File: config.mk
export PLATFORM = sky130hd
export DESIGN_NAME = fp32_mul_arbiter
export DESIGN_NICKNAME = d
export VERILOG_FILES = /design/src/rtl/fp32_mul_arbiter.sv
export SDC_FILE = /design/constraint.sdc
export NUM_CORES = 1
export LEC_CHECK = 0
export ABC_AREA = 1
export CORE_MARGIN = 2
export CORE_UTILIZATION = 31
export CTS_CLUSTER_DIAMETER = 150
export DETAILED_ROUTE_END_ITERATION = 8
export GPL_ROUTABILITY_DRIVEN = 0
export PLACE_DENSITY = 0.59
export SYNTH_ARGS = -nofsm -noshare
export SYNTH_HDL_FRONTEND = slang
export SYNTH_SLANG_ARGS = --single-unit
File: constraint.sdc
create_clock -name clk -period 4.43 [get_ports clk]
set_input_delay 0.6645 -clock clk [delete_from_list [all_inputs] [get_ports clk]]
set_output_delay 0.6645 -clock clk [all_outputs]
set_load 0.01 [all_outputs]
File: src/rtl/fp32_mul_arbiter.sv
`default_nettype none
// +--------------------------------------------------------------------------+
// | Module   : fp32_mul_arbiter                                              |
// | Purpose  : Round-robin front end that shares one fully pipelined FP32    |
// |            multiplier among NUM_REQ requesters. The winner's operands    |
// |            are registered into the multiplier. A tag pipeline of depth   |
// |            MUL_LATENCY carries the winner ID so that each product is     |
// |            routed back to its owner.                                     |
// | Ports    : clk, rst_n (async, active-low)                                |
// |            hold                 - freeze new grants, in-flight ops drain |
// |            req_valid/req_ready  - per-requester handshake (ready comb.)  |
// |            req_a/req_b          - packed operands, 32 bits per requester |
// |            mul_in_valid/a/b     - issue port to the shared multiplier    |
// |            mul_out_valid/mul_o  - result port from the multiplier        |
// |            resp_valid/data/id   - registered one-hot result delivery     |
// |            busy                 - operations in flight                   |
// |            err                  - sticky tag/valid mismatch              |
// |            op_count             - transfer count (stats build only)      |
// | Options  : define FP32_MUL_ARB_STATS_EN to build the saturating op_count |
// |            counter; without it op_count is tied to zero.                 |
// | Revision : 1.0 - initial release                                         |
// +--------------------------------------------------------------------------+
module fp32_mul_arbiter #(
   parameter int NUM_REQ     = 4,
   parameter int MUL_LATENCY = 3,
   parameter int ID_W        = $clog2(NUM_REQ)
) (
   input  logic                   clk,
   input  logic                   rst_n,
   input  logic                   hold,
   input  logic [NUM_REQ-1:0]     req_valid,
   output logic [NUM_REQ-1:0]     req_ready,
   input  logic [32*NUM_REQ-1:0]  req_a,
   input  logic [32*NUM_REQ-1:0]  req_b,
   output logic                   mul_in_valid,
   output logic [31:0]            mul_a,
   output logic [31:0]            mul_b,
   input  logic                   mul_out_valid,
   input  logic [31:0]            mul_o,
   output logic [NUM_REQ-1:0]     resp_valid,
   output logic [31:0]            resp_data,
   output logic [ID_W-1:0]        resp_id,
   output logic                   busy,
   output logic                   err,
   output logic [31:0]            op_count
);

   // Holds up to MUL_LATENCY+2 outstanding ops: issue stage, tag stages, response stage.
   localparam int c_cnt_w = $clog2(MUL_LATENCY + 3);

   logic [ID_W-1:0]                   ptr_q, ptr_d;
   logic                              mul_in_valid_q, mul_in_valid_d;
   logic [31:0]                       mul_a_q, mul_a_d;
   logic [31:0]                       mul_b_q, mul_b_d;
   logic [ID_W-1:0]                   iss_id_q, iss_id_d;
   logic [MUL_LATENCY-1:0]            tag_v_q, tag_v_d;
   logic [MUL_LATENCY-1:0][ID_W-1:0]  tag_id_q, tag_id_d;
   logic [NUM_REQ-1:0]                resp_valid_q, resp_valid_d;
   logic [31:0]                       resp_data_q, resp_data_d;
   logic [ID_W-1:0]                   resp_id_q, resp_id_d;
   logic                              err_q, err_d;
   logic [c_cnt_w-1:0]                cnt_q, cnt_d;

   logic                              xfer;
   logic [ID_W-1:0]                   grant_id;
   logic [31:0]                       grant_a, grant_b;
   logic                              head_v;
   logic [ID_W-1:0]                   head_id;

   // Round-robin search starting at ptr_q and wrapping upward.
   always_comb begin
      int              sum;
      logic [ID_W-1:0] idx;
      xfer      = 1'b0;
      grant_id  = '0;
      grant_a   = '0;
      grant_b   = '0;
      req_ready = '0;
      sum       = 0;
      idx       = '0;
      if (!hold) begin
         for (int k = 0; k < NUM_REQ; k++) begin
            sum = int'(ptr_q) + k;
            if (sum >= NUM_REQ) begin
               sum = sum - NUM_REQ;
            end
            idx = sum[ID_W-1:0];
            if (!xfer && req_valid[idx]) begin
               xfer     = 1'b1;
               grant_id = idx;
               grant_a  = req_a[{idx, 5'b0} +: 32];
               grant_b  = req_b[{idx, 5'b0} +: 32];
            end
         end
      end
      if (xfer) begin
         req_ready[grant_id] = 1'b1;
      end
   end

   // Issue stage and tag pipeline. Stage 0 of the tag pipeline lines up with
   // the multiplier's first internal stage, so the last stage pairs with
   // mul_out_valid/mul_o.
   always_comb begin
      ptr_d          = ptr_q;
      mul_a_d        = mul_a_q;
      mul_b_d        = mul_b_q;
      iss_id_d       = iss_id_q;
      mul_in_valid_d = xfer;
      if (xfer) begin
         ptr_d    = (grant_id == ID_W'(NUM_REQ - 1)) ? '0 : grant_id + ID_W'(1);
         mul_a_d  = grant_a;
         mul_b_d  = grant_b;
         iss_id_d = grant_id;
      end
      tag_v_d     = '0;
      tag_id_d    = '0;
      tag_v_d[0]  = mul_in_valid_q;
      tag_id_d[0] = iss_id_q;
      for (int s = 1; s < MUL_LATENCY; s++) begin
         tag_v_d[s]  = tag_v_q[s-1];
         tag_id_d[s] = tag_id_q[s-1];
      end
   end

   assign head_v  = tag_v_q[MUL_LATENCY-1];
   assign head_id = tag_id_q[MUL_LATENCY-1];

   // Response routing, mismatch detection and in-flight accounting.
   always_comb begin
      resp_valid_d = '0;
      resp_data_d  = resp_data_q;
      resp_id_d    = resp_id_q;
      err_d        = err_q | (head_v ^ mul_out_valid);
      if (head_v && mul_out_valid) begin
         resp_valid_d[head_id] = 1'b1;
         resp_data_d           = mul_o;
         resp_id_d             = head_id;
      end
      cnt_d = cnt_q;
      if (xfer) begin
         cnt_d = cnt_d + c_cnt_w'(1);
      end
      // An op retires the cycle after its response strobe is visible.
      if (|resp_valid_q) begin
         cnt_d = cnt_d - c_cnt_w'(1);
      end
      // A tagged op whose product never arrived is dropped from the count.
      if (head_v && !mul_out_valid) begin
         cnt_d = cnt_d - c_cnt_w'(1);
      end
   end

   always_ff @(posedge clk or negedge rst_n) begin
      if (!rst_n) begin
         ptr_q          <= '0;
         mul_in_valid_q <= 1'b0;
         mul_a_q        <= '0;
         mul_b_q        <= '0;
         iss_id_q       <= '0;
         tag_v_q        <= '0;
         tag_id_q       <= '0;
         resp_valid_q   <= '0;
         resp_data_q    <= '0;
         resp_id_q      <= '0;
         err_q          <= 1'b0;
         cnt_q          <= '0;
      end else begin
         ptr_q          <= ptr_d;
         mul_in_valid_q <= mul_in_valid_d;
         mul_a_q        <= mul_a_d;
         mul_b_q        <= mul_b_d;
         iss_id_q       <= iss_id_d;
         tag_v_q        <= tag_v_d;
         tag_id_q       <= tag_id_d;
         resp_valid_q   <= resp_valid_d;
         resp_data_q    <= resp_data_d;
         resp_id_q      <= resp_id_d;
         err_q          <= err_d;
         cnt_q          <= cnt_d;
      end
   end

`ifdef FP32_MUL_ARB_STATS_EN
   logic [31:0] op_count_q, op_count_d;

   always_comb begin
      op_count_d = op_count_q;
      if (xfer && (op_count_q != 32'hFFFF_FFFF)) begin
         op_count_d = op_count_q + 32'd1;
      end
   end

   always_ff @(posedge clk or negedge rst_n) begin
      if (!rst_n) begin
         op_count_q <= '0;
      end else begin
         op_count_q <= op_count_d;
      end
   end

   assign op_count = op_count_q;
`else
   assign op_count = 32'h0;
`endif

   assign mul_in_valid = mul_in_valid_q;
   assign mul_a        = mul_a_q;
   assign mul_b        = mul_b_q;
   assign resp_valid   = resp_valid_q;
   assign resp_data    = resp_data_q;
   assign resp_id      = resp_id_q;
   assign err          = err_q;
   assign busy         = (cnt_q != '0);

endmodule
`default_nettype wire

==> results summary, run 1 <==
The flow ran to the end, and the final reports show no timing, DRC or antenna violations. The number of antenna violations at the first check in global routing is 5. The stage delay of the slowest cell on the critical path came out at 0.67 ns. The maximum clock path buffer count came out at 2. After legalization and detailed placement, the total HPWL measured 31400 µm. The critical path endpoint category is a primary output. The met1 capacity usage during global routing is 27.8%. The number of setup buffers added after CTS is 0.

The width of the chip came out at 205 µm. The number of cells produced by synthesis came out at 2011. The post-synthesis cell area came out at 12500 µm².

The headroom to the max-slew limit is 22.8%. The fraction of registers with async set/reset came out at 100%. The post-route setup TNS came out at 0 ns. The first-iteration detailed-routing DRC count is 1051. The via count of the first global-routing pass came out at 13400.

By area the synthesized netlist is led by sky130_fd_sc_hd__dfrtp_1, sky130_fd_sc_hd__nand2_1, sky130_fd_sc_hd__o21ai_0. The final critical-path required period is 4.05 ns. Based on the critical path, the design can be clocked at up to 247 MHz. Setup repair after global routing left no endpoint under its margin.

The maximum net fanout on the critical path is 92. Data arrives at the worst endpoint at 3.39 ns. Yosys instantiated no cell more often than sky130_fd_sc_hd__nand2_1.

The floorplan step set the die height to 205 µm. The H-tree depth is 4. The worst setup path category is reg -> out. Counting distinct cell types in the post-synthesis netlist gives 34.

Across every metal layer, demand over resource in global routing totals 21.8%. The tree is rooted in a sky130_fd_sc_hd__clkbuf_16. The worst setup path is launched from a register. The cell type with the largest total area after synthesis is sky130_fd_sc_hd__dfrtp_1. The critical path data required time is 3.77 ns. IR analysis of the VDD net gives a maximum drop of 0.453 mV.

The area of the core region came out at 39800 µm². The final route contains 13900 vias. The met3 track utilization from global routing is 3.95%. After global routing, the most crowded layer is met2.

Ranked by instance count, the synthesized netlist is headed by sky130_fd_sc_hd__nand2_1, sky130_fd_sc_hd__o21ai_0, sky130_fd_sc_hd__nor2_1. The critical path's slowest cell is sky130_fd_sc_hd__buf_4. The measured slew at the worst slew-check pin is 1.16 ns. For this run, the leading register cell type out of synthesis is sky130_fd_sc_hd__dfrtp_1. The final count of negative-setup-slack endpoints is 0.

The number of flops mapped to enable cells by yosys is 0. The final-report hold violation count is 0. The number of pins with negative max-slew slack in the final report is 0. The count of max-cap constraint violations came out at 0. The signal on the critical path passes through inv_4 > nand2_1 > nand2_4 > buf_4 > nand2_1 > nand4_1 > nand2_1 > inv_1 > ha_1 > inv_1 > nor2_1 > clkdlybuf4s50_1. The count of buffers from port buffering is 404. The final critical path takes up 91.4% of the cycle. The number of standard-cell rows in the floorplan is 73. The die outline area came out at 42000 µm².

On the final layout, the worst hold slack is 0.295 ns. For this design, the CTS-stage hold fixing added 0 buffers. In this run the mean area of a mapped cell was 6.23 µm². Of the post-synthesis cell area, the dominant cell type holds 24.0%. After clock tree synthesis, the clock-pin slew on the worst setup and hold paths is 0.07 ns. The number of nets in the layout came out at 2608. In this run, CTS created clock tree buffers numbering 17. Cells with a size suffix above 1 make up 4.75% of the layout. In this run the static leakage power is 7.74 nW.

The pre-antenna-repair detailed-routing pass consisted of 6 iterations. The area growth from synthesis to layout is 36.8%. Entering global routing, the biggest net connects 109 pins. Counting stages on the worst path, the most repeated cell is sky130_fd_sc_hd__nand2_1. The average routed wire per standard cell came out at 16.3 µm. The number of register bits inferred by synthesis came out at 120. The total global routing overflow is 0. In this run the worst hold path is classified as in -> async. The total DRC errors in the routed layout is 0. The later-pin clock latency in the skew report is 0.43 ns. Pin placement for this block handled 437 I/O pins. In the final layout, flip-flops and latches occupy 3010 µm². The synthesis warning total is 0. The TritonCTS clock tree is yes. The clock arrives with 0.00971 ns of skew. The number of nets still failing antenna checks after routing came out at 0. The ratio of total power to cell area came out at 690 nW/µm². The total wire length came out at 46400 µm. The detail-routed via count per cell is 4.91. The met2 global-route usage came out at 36.5%. The sequential-to-total area share from yosys stat came out at 24.0%. The number of clock sinks came out at 120. The initial cell density of the core is 31.5%. The post-cts gate resize count came out at 0. The fill cell total of the finished layout came out at 4172.

The area occupied by multi-input gates is 8040 µm². The first-pass GRT wire length is 71900 µm.
## metrics by stage
step           utilization [%]  std cells  area [µm²]  power [W]  setup WS [ns]
6_report                  43.0       2843       17100     0.0118          0.379
5_1_grt                   43.0       2841       17100     0.0131          0.110
4_1_cts                   43.0       2840       17100     0.0119          0.343
3_5_place_dp              41.4       2808       16500     0.0103          0.488
3_3_place_gp              41.4       2808       16500     0.0101          0.561
2_1_floorplan                -       2042       12600    0.00781           1.59
## worst max-delay path, delay by kind of cell, from the launching register on
| kind | cells | cell delay (ns) |
|---|---|---|
| adders and majority gates | 1 | 0.15 |
| buffers and inverters | 5 | 1.50 |
| DFF | 1 | 0.56 |
| and+or+nand+nor | 6 | 0.73 |
## placed cells by master, fill, tap and decap left out, types with 2 or more instances in the layout
cell	instances
sky130_fd_sc_hd__o211ai_1	64
sky130_fd_sc_hd__nand3_1	79
sky130_fd_sc_hd__a21boi_0	3
sky130_fd_sc_hd__a31oi_1	3
sky130_fd_sc_hd__inv_8	2
sky130_fd_sc_hd__buf_4	23
sky130_fd_sc_hd__clkinvlp_4	3
sky130_fd_sc_hd__nand2_2	4
sky130_fd_sc_hd__diode_2	3
sky130_fd_sc_hd__mux2i_1	128
sky130_fd_sc_hd__conb_1	32
sky130_fd_sc_hd__mux2_2	32
sky130_fd_sc_hd__clkdlybuf4s50_1	403
sky130_fd_sc_hd__bufinv_16	3
sky130_fd_sc_hd__dfrtp_1	118
sky130_fd_sc_hd__inv_1	149
sky130_fd_sc_hd__inv_6	4
sky130_fd_sc_hd__o21ai_0	300
sky130_fd_sc_hd__nand2_1	627
sky130_fd_sc_hd__xor2_1	4
sky130_fd_sc_hd__dfrtp_4	2
sky130_fd_sc_hd__a21oi_1	64
sky130_fd_sc_hd__ha_1	10
sky130_fd_sc_hd__nand2_4	6
sky130_fd_sc_hd__clkbuf_16	17
sky130_fd_sc_hd__inv_4	2
sky130_fd_sc_hd__nor2_1	197
sky130_fd_sc_hd__clkinv_4	2
sky130_fd_sc_hd__o21ai_1	21
## routing by layer
layer | part of all wire (%) | vias to the layer above
li1 | - | 7080
met2 | 46 | 471
met5 | 0.090 | -
met3 | 6.7 | 67
met4 | 2.7 | 6
met1 | 44 | 6324
## kinds of logic (layout without fill, tap and decap cells)
family	Yosys count	in the layout	share of synthesized area, %
muxes	160	160	13.1
adders and majority gates	10	10	0.999
buffers and inverters	339	612	13.1
xor gates and xnor gates	5	5	0.349
and+or+nand+nor	918	918	28.7
AOI/OAI and AO/OA	458	458	19.7
other	1	35	0.0299
DFF	120	120	24.0
## path summary, 6_finish.rpt
path	start	to	slack (ns)	cells after the start
worst max-delay path	ptr_q[0]	req_ready[3]	0.38	12
min in group clk	tag_id_d[4]	head_id[0]	0.35	0
worst min-delay path	rst_n	resp_data[19]	0.30	1
worst max register to register	ptr_q[1]	cnt_q[2]	0.93	19
max in group asynchronous	rst_n	mul_a[9]	2.98	2
worst min register to register	tag_id_d[4]	head_id[0]	0.35	0
## report_power, final
part           internal (W)  switching (W)
Sequential          0.00161       0.000320
Clock              0.000917       0.000620
Combinational       0.00323        0.00512
## sequential cells by signal, indices dropped and copies added (netlist names)
signal        flops
resp_id           2
err               1
resp_valid        4
mul_a            32
tag_v_q           3
cnt_q             3
mul_b            32
resp_data        32
iss_id_q          2
ptr_q             2
mul_in_valid      1
tag_id_d          4
head_id           2
## cell type report
class / count / share of cell area [%]
sequential: 120 / 17.6
clock inverter: 14 / 1.10
tap: 525 / 3.83
timing repair buffer: 427 / 24.6
clock buffer: 18 / 2.56
antenna: 3 / 0.0438
inverter: 153 / 3.39
multi-input combinational: 1583 / 46.9
Power figures use the tool's default switching activity.
==> run 2: changes to the inputs <==
--- a/config.mk
+++ b/config.mk
@@ -6,12 +6,15 @@
 export NUM_CORES = 1
 export LEC_CHECK = 0
 export ABC_AREA = 1
+export CELL_PAD_IN_SITES_DETAIL_PLACEMENT = 1
+export CELL_PAD_IN_SITES_GLOBAL_PLACEMENT = 1
 export CORE_MARGIN = 2
 export CORE_UTILIZATION = 31
 export CTS_CLUSTER_DIAMETER = 150
 export DETAILED_ROUTE_END_ITERATION = 8
 export GPL_ROUTABILITY_DRIVEN = 0
-export PLACE_DENSITY = 0.59
+export MAX_ROUTING_LAYER = met4
+export PLACE_DENSITY = 0.82
 export SYNTH_ARGS = -nofsm -noshare
 export SYNTH_HDL_FRONTEND = slang
 export SYNTH_SLANG_ARGS = --single-unit
==> results summary, run 2 (same netlist as run 1, synthesis figures left out) <==
The run finished with clean final reports. The final-report hold violation count is 0. The portion of total power attributed to combinational logic came out at 71.6%. The maximum clock path buffer count came out at 2.

TritonCTS built the clock tree. The worst pin sits at a relative slew slack of 22.2%. The worst setup path is launched from an input pin. The total DRC errors in the routed layout is 0. The first-pass iteration count of the detailed router came out at 4. The switching share of total power is 53.2%. The switching power came out at 0.00638 W. The die height is 205 µm. The critical path data required time came out at 3.77 ns.

The H-tree depth is 4. The final critical-path required period is 3.99 ns. Setup violations remaining at the end of the flow were counted as 0. In this run the worst hold path is classified as in -> async. The average routed wire per standard cell came out at 18.2 µm. The number of antenna violations at the first check in global routing is 7. The critical path's slowest cell is sky130_fd_sc_hd__clkdlybuf4s50_1. Entering global routing, the biggest net connects 113 pins. The most common library cell in the layout ignoring fill and taps is sky130_fd_sc_hd__nand2_1.

The family with the most delay on the worst path is buffers and inverters. The critical path in this run is classified as in -> out. The later-pin clock latency in the skew report is 0.43 ns. In this design, the critical path's most frequently occurring cell is sky130_fd_sc_hd__inv_1. VDD sags by at most 0.463 mV. The first routing iteration left 733 violations. The post-route setup TNS is 0 ns. The number of nets in the layout is 2608. In the layout the commonest cells are sky130_fd_sc_hd__nand2_1, sky130_fd_sc_hd__clkdlybuf4s50_1, sky130_fd_sc_hd__o21ai_0. The total leakage power is 7.73 nW. The slack of the critical path came out at 0.436 ns. The global-route usage over all layers came out at 24.7%.

The initial utilization of the core area, before any placement, comes to 31.5%. Traced cell by cell, the critical path runs through clkdlybuf4s50_1 > inv_1 > o21ai_0 > nand2_1 > o21ai_2 > nor3_4 > nor2_1 > xor2_1 > nand2_1 > inv_1 > ha_1 > inv_1 > nor2_1 > clkdlybuf4s50_1. The routed design has 51900 µm of wire. The number of clock buffers inserted by TritonCTS is 17. The die is 205 µm wide. The detailed placer's ending HPWL came out at 35900 µm. The count of buffers from port buffering is 404. The share of total power dissipated in sequential elements is 16.3%. The part of the total power dissipated in the clock network is 12.1%. The stage delay of the slowest cell on the critical path is 0.54 ns. The maximum net fanout on the critical path is 5. The initialized floorplan defines 73 standard-cell rows. The die outline area is 42000 µm². The number of clock sinks is 120. Internal power comes to 0.00561 W.

In the routed layout, each cell is associated on average with a via count of 5.15. The number of pins with negative max-slew slack in the final report came out at 0. For this block, the via count after detailed routing is 14700. In this run the remaining antenna-violating nets after routing total 0.

The worst hold margin came out at 0.320 ns. The layout cell share with drive strength beyond 1 came out at 4.75%. The worst path uses 90.2% of the clock period. Setup repair after global routing left no endpoint under its margin. The via count of the first global-routing pass came out at 15500. The post-route clock skew came out at 0.0113 ns. The maximum clock rate came out at 250 MHz. The first-pass GRT wire length came out at 80200 µm. The ratio of total power to cell area is 700 nW/µm². The area of the core region is 39800 µm². The root buffer cell chosen for the clock tree is sky130_fd_sc_hd__clkbuf_16.

After global routing the overflow that remains totals 0. The number of setup buffers added after CTS is 0. The worst setup timing slack at the placement stage came out at 0.403 ns. The post-cts hold buffer count is 0. The number of buffers and inverters on the critical path is 5. The post-cts gate resize count came out at 0. 437 I/O pins were placed.

The measured slew at the worst slew-check pin came out at 1.17 ns. The worst path arrival time is 3.33 ns. Relative to the synthesized area, the layout overhead comes to 36.7%. The clock transition at the register clock pins on the worst setup and hold paths after CTS came out at 0.07 ns. The critical path endpoint category is a primary output. The count of max-cap constraint violations came out at 0.
==> run 2: metrics by stage <==
stage                     power (W)  std cells  util, %  instance area [µm²]
after floorplan             0.00781       2042        -                12600
after global placement       0.0102       2808     41.4                16500
after detailed placement     0.0105       2808     41.4                16500
after CTS                    0.0121       2840     43.0                17100
after global routing         0.0131       2847     43.0                17100
final                        0.0120       2847     43.0                17100
==> run 2: path summary, 6_finish.rpt <==
path / slack, ns / cells past startpoint / start / end
worst min-delay path: 0.32 / 1 / rst_n / resp_data[25]
worst min register to register: 0.35 / 0 / tag_id_d[5] / head_id[1]
worst max register to register: 1.14 / 10 / ptr_q[0] / mul_b[16]
min in group clk: 0.35 / 0 / tag_id_d[5] / head_id[1]
worst max-delay path: 0.44 / 14 / req_valid[0] / req_ready[1]
max in group asynchronous: 2.98 / 2 / rst_n / mul_a[2]
==> run 2: area by class of cell <==
type / instances / area (µm²)
Antenna cell: 7 / 17.5
Clock buffer: 17 / 425
Clock inverter: 15 / 176
Fill cell: 5177 / 22700
Inverter: 153 / 581
Multi-Input combinational cell: 1583 / 8040
Sequential cell: 120 / 3010
Tap cell: 525 / 657
Timing Repair Buffer: 427 / 4220
==> run 2: power groups by stage <==
stage	clock network (W)	logic, W	registers, W
3_3_place_gp	0	0.00821	0.00195
4_1_cts	0.00150	0.00863	0.00196
2_1_floorplan	0	0.00577	0.00205
6_report	0.00145	0.00858	0.00195
5_1_grt	0.00154	0.00959	0.00201
3_5_place_dp	0	0.00858	0.00197
==> run 2: per-layer routing <==
| layer | vias to the layer above | global-route usage, % | share of wire, % |
|---|---|---|---|
| li1 | 7072 | - | - |
| met1 | 7126 | 28.5 | 42 |
| met2 | 393 | 43.2 | 50 |
| met3 | 77 | 3.20 | 4.8 |
| met4 | 0 | 9.71 | 2.9 |
| met5 | - | - | 0 |
==> run 3: changes to the inputs <==
--- a/config.mk
+++ b/config.mk
@@ -9,12 +9,13 @@
 export CELL_PAD_IN_SITES_DETAIL_PLACEMENT = 1
 export CELL_PAD_IN_SITES_GLOBAL_PLACEMENT = 1
 export CORE_MARGIN = 2
-export CORE_UTILIZATION = 31
+export CORE_UTILIZATION = 28
 export CTS_CLUSTER_DIAMETER = 150
 export DETAILED_ROUTE_END_ITERATION = 8
 export GPL_ROUTABILITY_DRIVEN = 0
+export GPL_TIMING_DRIVEN = 0
 export MAX_ROUTING_LAYER = met4
-export PLACE_DENSITY = 0.82
+export PLACE_DENSITY = 0.78
 export SYNTH_ARGS = -nofsm -noshare
 export SYNTH_HDL_FRONTEND = slang
 export SYNTH_SLANG_ARGS = --single-unit
==> constraint.sdc (replaced) <==
create_clock -name clk -period 3.36 [get_ports clk]
set_input_delay 0.504 -clock clk [delete_from_list [all_inputs] [get_ports clk]]
set_output_delay 0.504 -clock clk [all_outputs]
set_load 0.01 [all_outputs]
==> results summary, run 3 (same netlist as run 1, synthesis figures left out) <==
IR analysis of the VDD net gives a maximum drop of 0.407 mV. Headroom to the max-slew limit came out at 48.4%. The number of nets still failing antenna checks after routing is 0. For the final routed database, the setup TNS stands at 0 ns. In this run the critical register-to-register path is captured at cnt_q[2]. For the worst setup path, the data arrival time is 2.79 ns.

Setup violations remaining at the end of the flow were counted as 0. After layout, the minimum clock period comes to 3.30 ns. In this run, CTS created clock tree buffers numbering 17. The worst setup path is launched from a register.

The slack of the critical path is 0.0625 ns. The critical path starts at ptr_q[0]. For met3 alone, demand over resource in global routing was 4.45%. The number of standard-cell rows in the floorplan is 77. The detail-routed via count per cell is 5.26. The number of antenna violations at the first check in global routing came out at 4. The total global routing overflow is 0.

The minimum setup slack among reg-to-reg paths came out at 0.12 ns. The final clock period utilization by the worst path is 98.1%. The met1 capacity usage during global routing is 36.3%.

The number of clock sinks came out at 120. The number of nets in the layout is 2801. The root buffer cell chosen for the clock tree is sky130_fd_sc_hd__clkbuf_16. Among all stages on the critical path, the largest delay is contributed by sky130_fd_sc_hd__dfrtp_1. STA classifies the critical path endpoint as a primary output.

The post-route clock skew is 0.0115 ns. The launch point of the worst reg-to-reg path is ptr_q[0]. The detailed placer's ending HPWL came out at 49500 µm. The worst setup timing slack at the placement stage came out at -0.560 ns. The first-pass GRT wire length is 102000 µm. The later-pin clock latency in the skew report is 0.46 ns. Setup repair after global routing could not meet its margin everywhere. The largest net degree at the start of global routing is 86. The count of buffers from port buffering is 404.

In this run the most used layer during global routing was met2. The die outline area came out at 46500 µm². Leaving out fill and tap cells, the most frequent cell in the layout is sky130_fd_sc_hd__nand2_1. The critical path goes through buf_12 > inv_6 > nand2_1 > nand3_2 > nand2_4 > nor3_4 > buf_6 > nand2_8 > buf_8 > nand4_1 > nand2_4 > inv_2 > ha_2 > inv_1 > nor2_1 > buf_2.

After clock tree synthesis, the clock-pin slew on the worst setup and hold paths is 0.07 ns. The largest single stage delay on the critical path is 0.39 ns. In the layout the commonest cells are sky130_fd_sc_hd__nand2_1, sky130_fd_sc_hd__clkdlybuf4s50_1, sky130_fd_sc_hd__o21ai_0. STA puts the critical path data required time at 2.86 ns. The total DRC errors in the routed layout came out at 0. The maximum clock rate came out at 303 MHz. The first-iteration detailed-routing DRC count is 1109. Once layout is complete, the cells apart from fillers number 3104. The floorplan step set the die height to 216 µm. The layout overhead on the synthesized area came out at 48.0%.

The H-tree depth came out at 4. The met2 global-route usage came out at 48.6%. After detailed placement, the design holds a cell count of 3039. The worst-case reg-to-reg path depth is 21.

The most critical setup path has its endpoint at req_ready[2]. The number of pins with negative max-slew slack in the final report is 0. The total leakage power is 8.48 nW. The final-report hold violation count is 0. The maximum clock path buffer count came out at 2. The fill cell total of the finished layout came out at 5728.

Global routing used 29.3% of the available tracks across all layers. Summing over every cut layer, the via total after detailed routing is 16300. TritonCTS built the clock tree.

The area of the core region came out at 44200 µm². The worst hold path belongs to the class reg -> reg. The maximum net fanout on the critical path came out at 7. During I/O placement, the number of pins put on the boundary was 437. The ratio of total power to cell area is 992 nW/µm². The via count of the first global-routing pass was 17400. The total wire length is 67600 µm. The first detailed-routing pass took 5 iterations.

The worst setup path is of the reg -> out kind. The width of the chip came out at 216 µm. Counting stages on the worst path, the most repeated cell is sky130_fd_sc_hd__nand2_4.

The measured slew at the worst slew-check pin came out at 0.775 ns. The average routed wire per standard cell is 21.8 µm. The flow ran to the end, and the final reports show no timing, DRC or antenna violations. The initial cell density of the core came out at 28.3%. The layout cell share with drive strength beyond 1 is 10.2%.

The count of max-cap constraint violations is 0.
-- run 3: changes by cell type in the layout (fill, tap and decap cells not counted), sizes merged, moves of 3 or more --
cell           change
clkbuf            +63
clkinv             -4
buf              +132
clkdlybuf4s50      -4
diode              -3
-- run 3: how the worst min path moves through the flow --
stage	startpoint	endpoint	slack, ns	depth (start not counted)
after floorplan	rst_n	cnt_q[0]	0.21	0
after global placement	tag_id_d[5]	head_id[1]	0.33	0
final	tag_id_d[2]	tag_id_d[4]	0.35	0
after CTS	tag_v_q[0]	tag_v_q[1]	0.35	0
after global routing	tag_id_d[3]	tag_id_d[5]	0.37	0
after detailed placement	tag_v_q[0]	tag_v_q[1]	0.34	0
-- run 3: worst max-delay path: cells and delay by family, from the launching register on --
family / cells / cell delay [ns]
fa+ha+maj: 1 / 0.16
buf+inv: 7 / 0.80
simple gates: 8 / 0.98
flops: 1 / 0.39
-- run 3: layer usage --
metal	vias to the layer above	share of wire (%)
li1	7455	-
met5	-	0
met4	0	2.8
met3	136	6.1
met1	8039	42
met2	711	49
-- run 3: cell type report --
class	count	area [µm²]	area share, %
Multi-Input combinational cell	1583	8180	44.1
Timing Repair Buffer	434	4290	23.1
Sequential cell	120	3000	16.2
Buffer	186	1130	6.09
Tap cell	592	741	3.99
Inverter	153	589	3.18
Clock buffer	17	425	2.29
Clock inverter	15	179	0.965
Antenna cell	4	10.0	0.0540
-- run 3: timing repair --
item | CTS | global route
setup endpoints to repair | 5 | 5
pin swaps | 9 | 13
hold buffers | 1 | 0
endpoints found under the hold margin | 35 | 0
gates resized for setup | 58 | 25
setup buffers | 17 | 11
-- run 3: per-stage QoR --
step / instance area, µm² / total power [W] / hold WS (ns) / utilization [%]
after detailed placement: 17500 / 0.0155 / 0.337 / 39.5
after global routing: 18500 / 0.0198 / 0.368 / 41.9
after global placement: 17400 / 0.0151 / 0.332 / 39.4
after CTS: 18400 / 0.0181 / 0.353 / 41.5
final: 18500 / 0.0184 / 0.351 / 41.9
after floorplan: 12600 / 0.0103 / 0.208 / -
-- run 3: power by group --
group	internal (W)	switching, W	total [W]	leakage [nW]
combinational	0.00511	0.00869	0.0138	6.78
sequential	0.00211	0.000466	0.00258	1.40
clock	0.00112	0.000895	0.00202	0.292
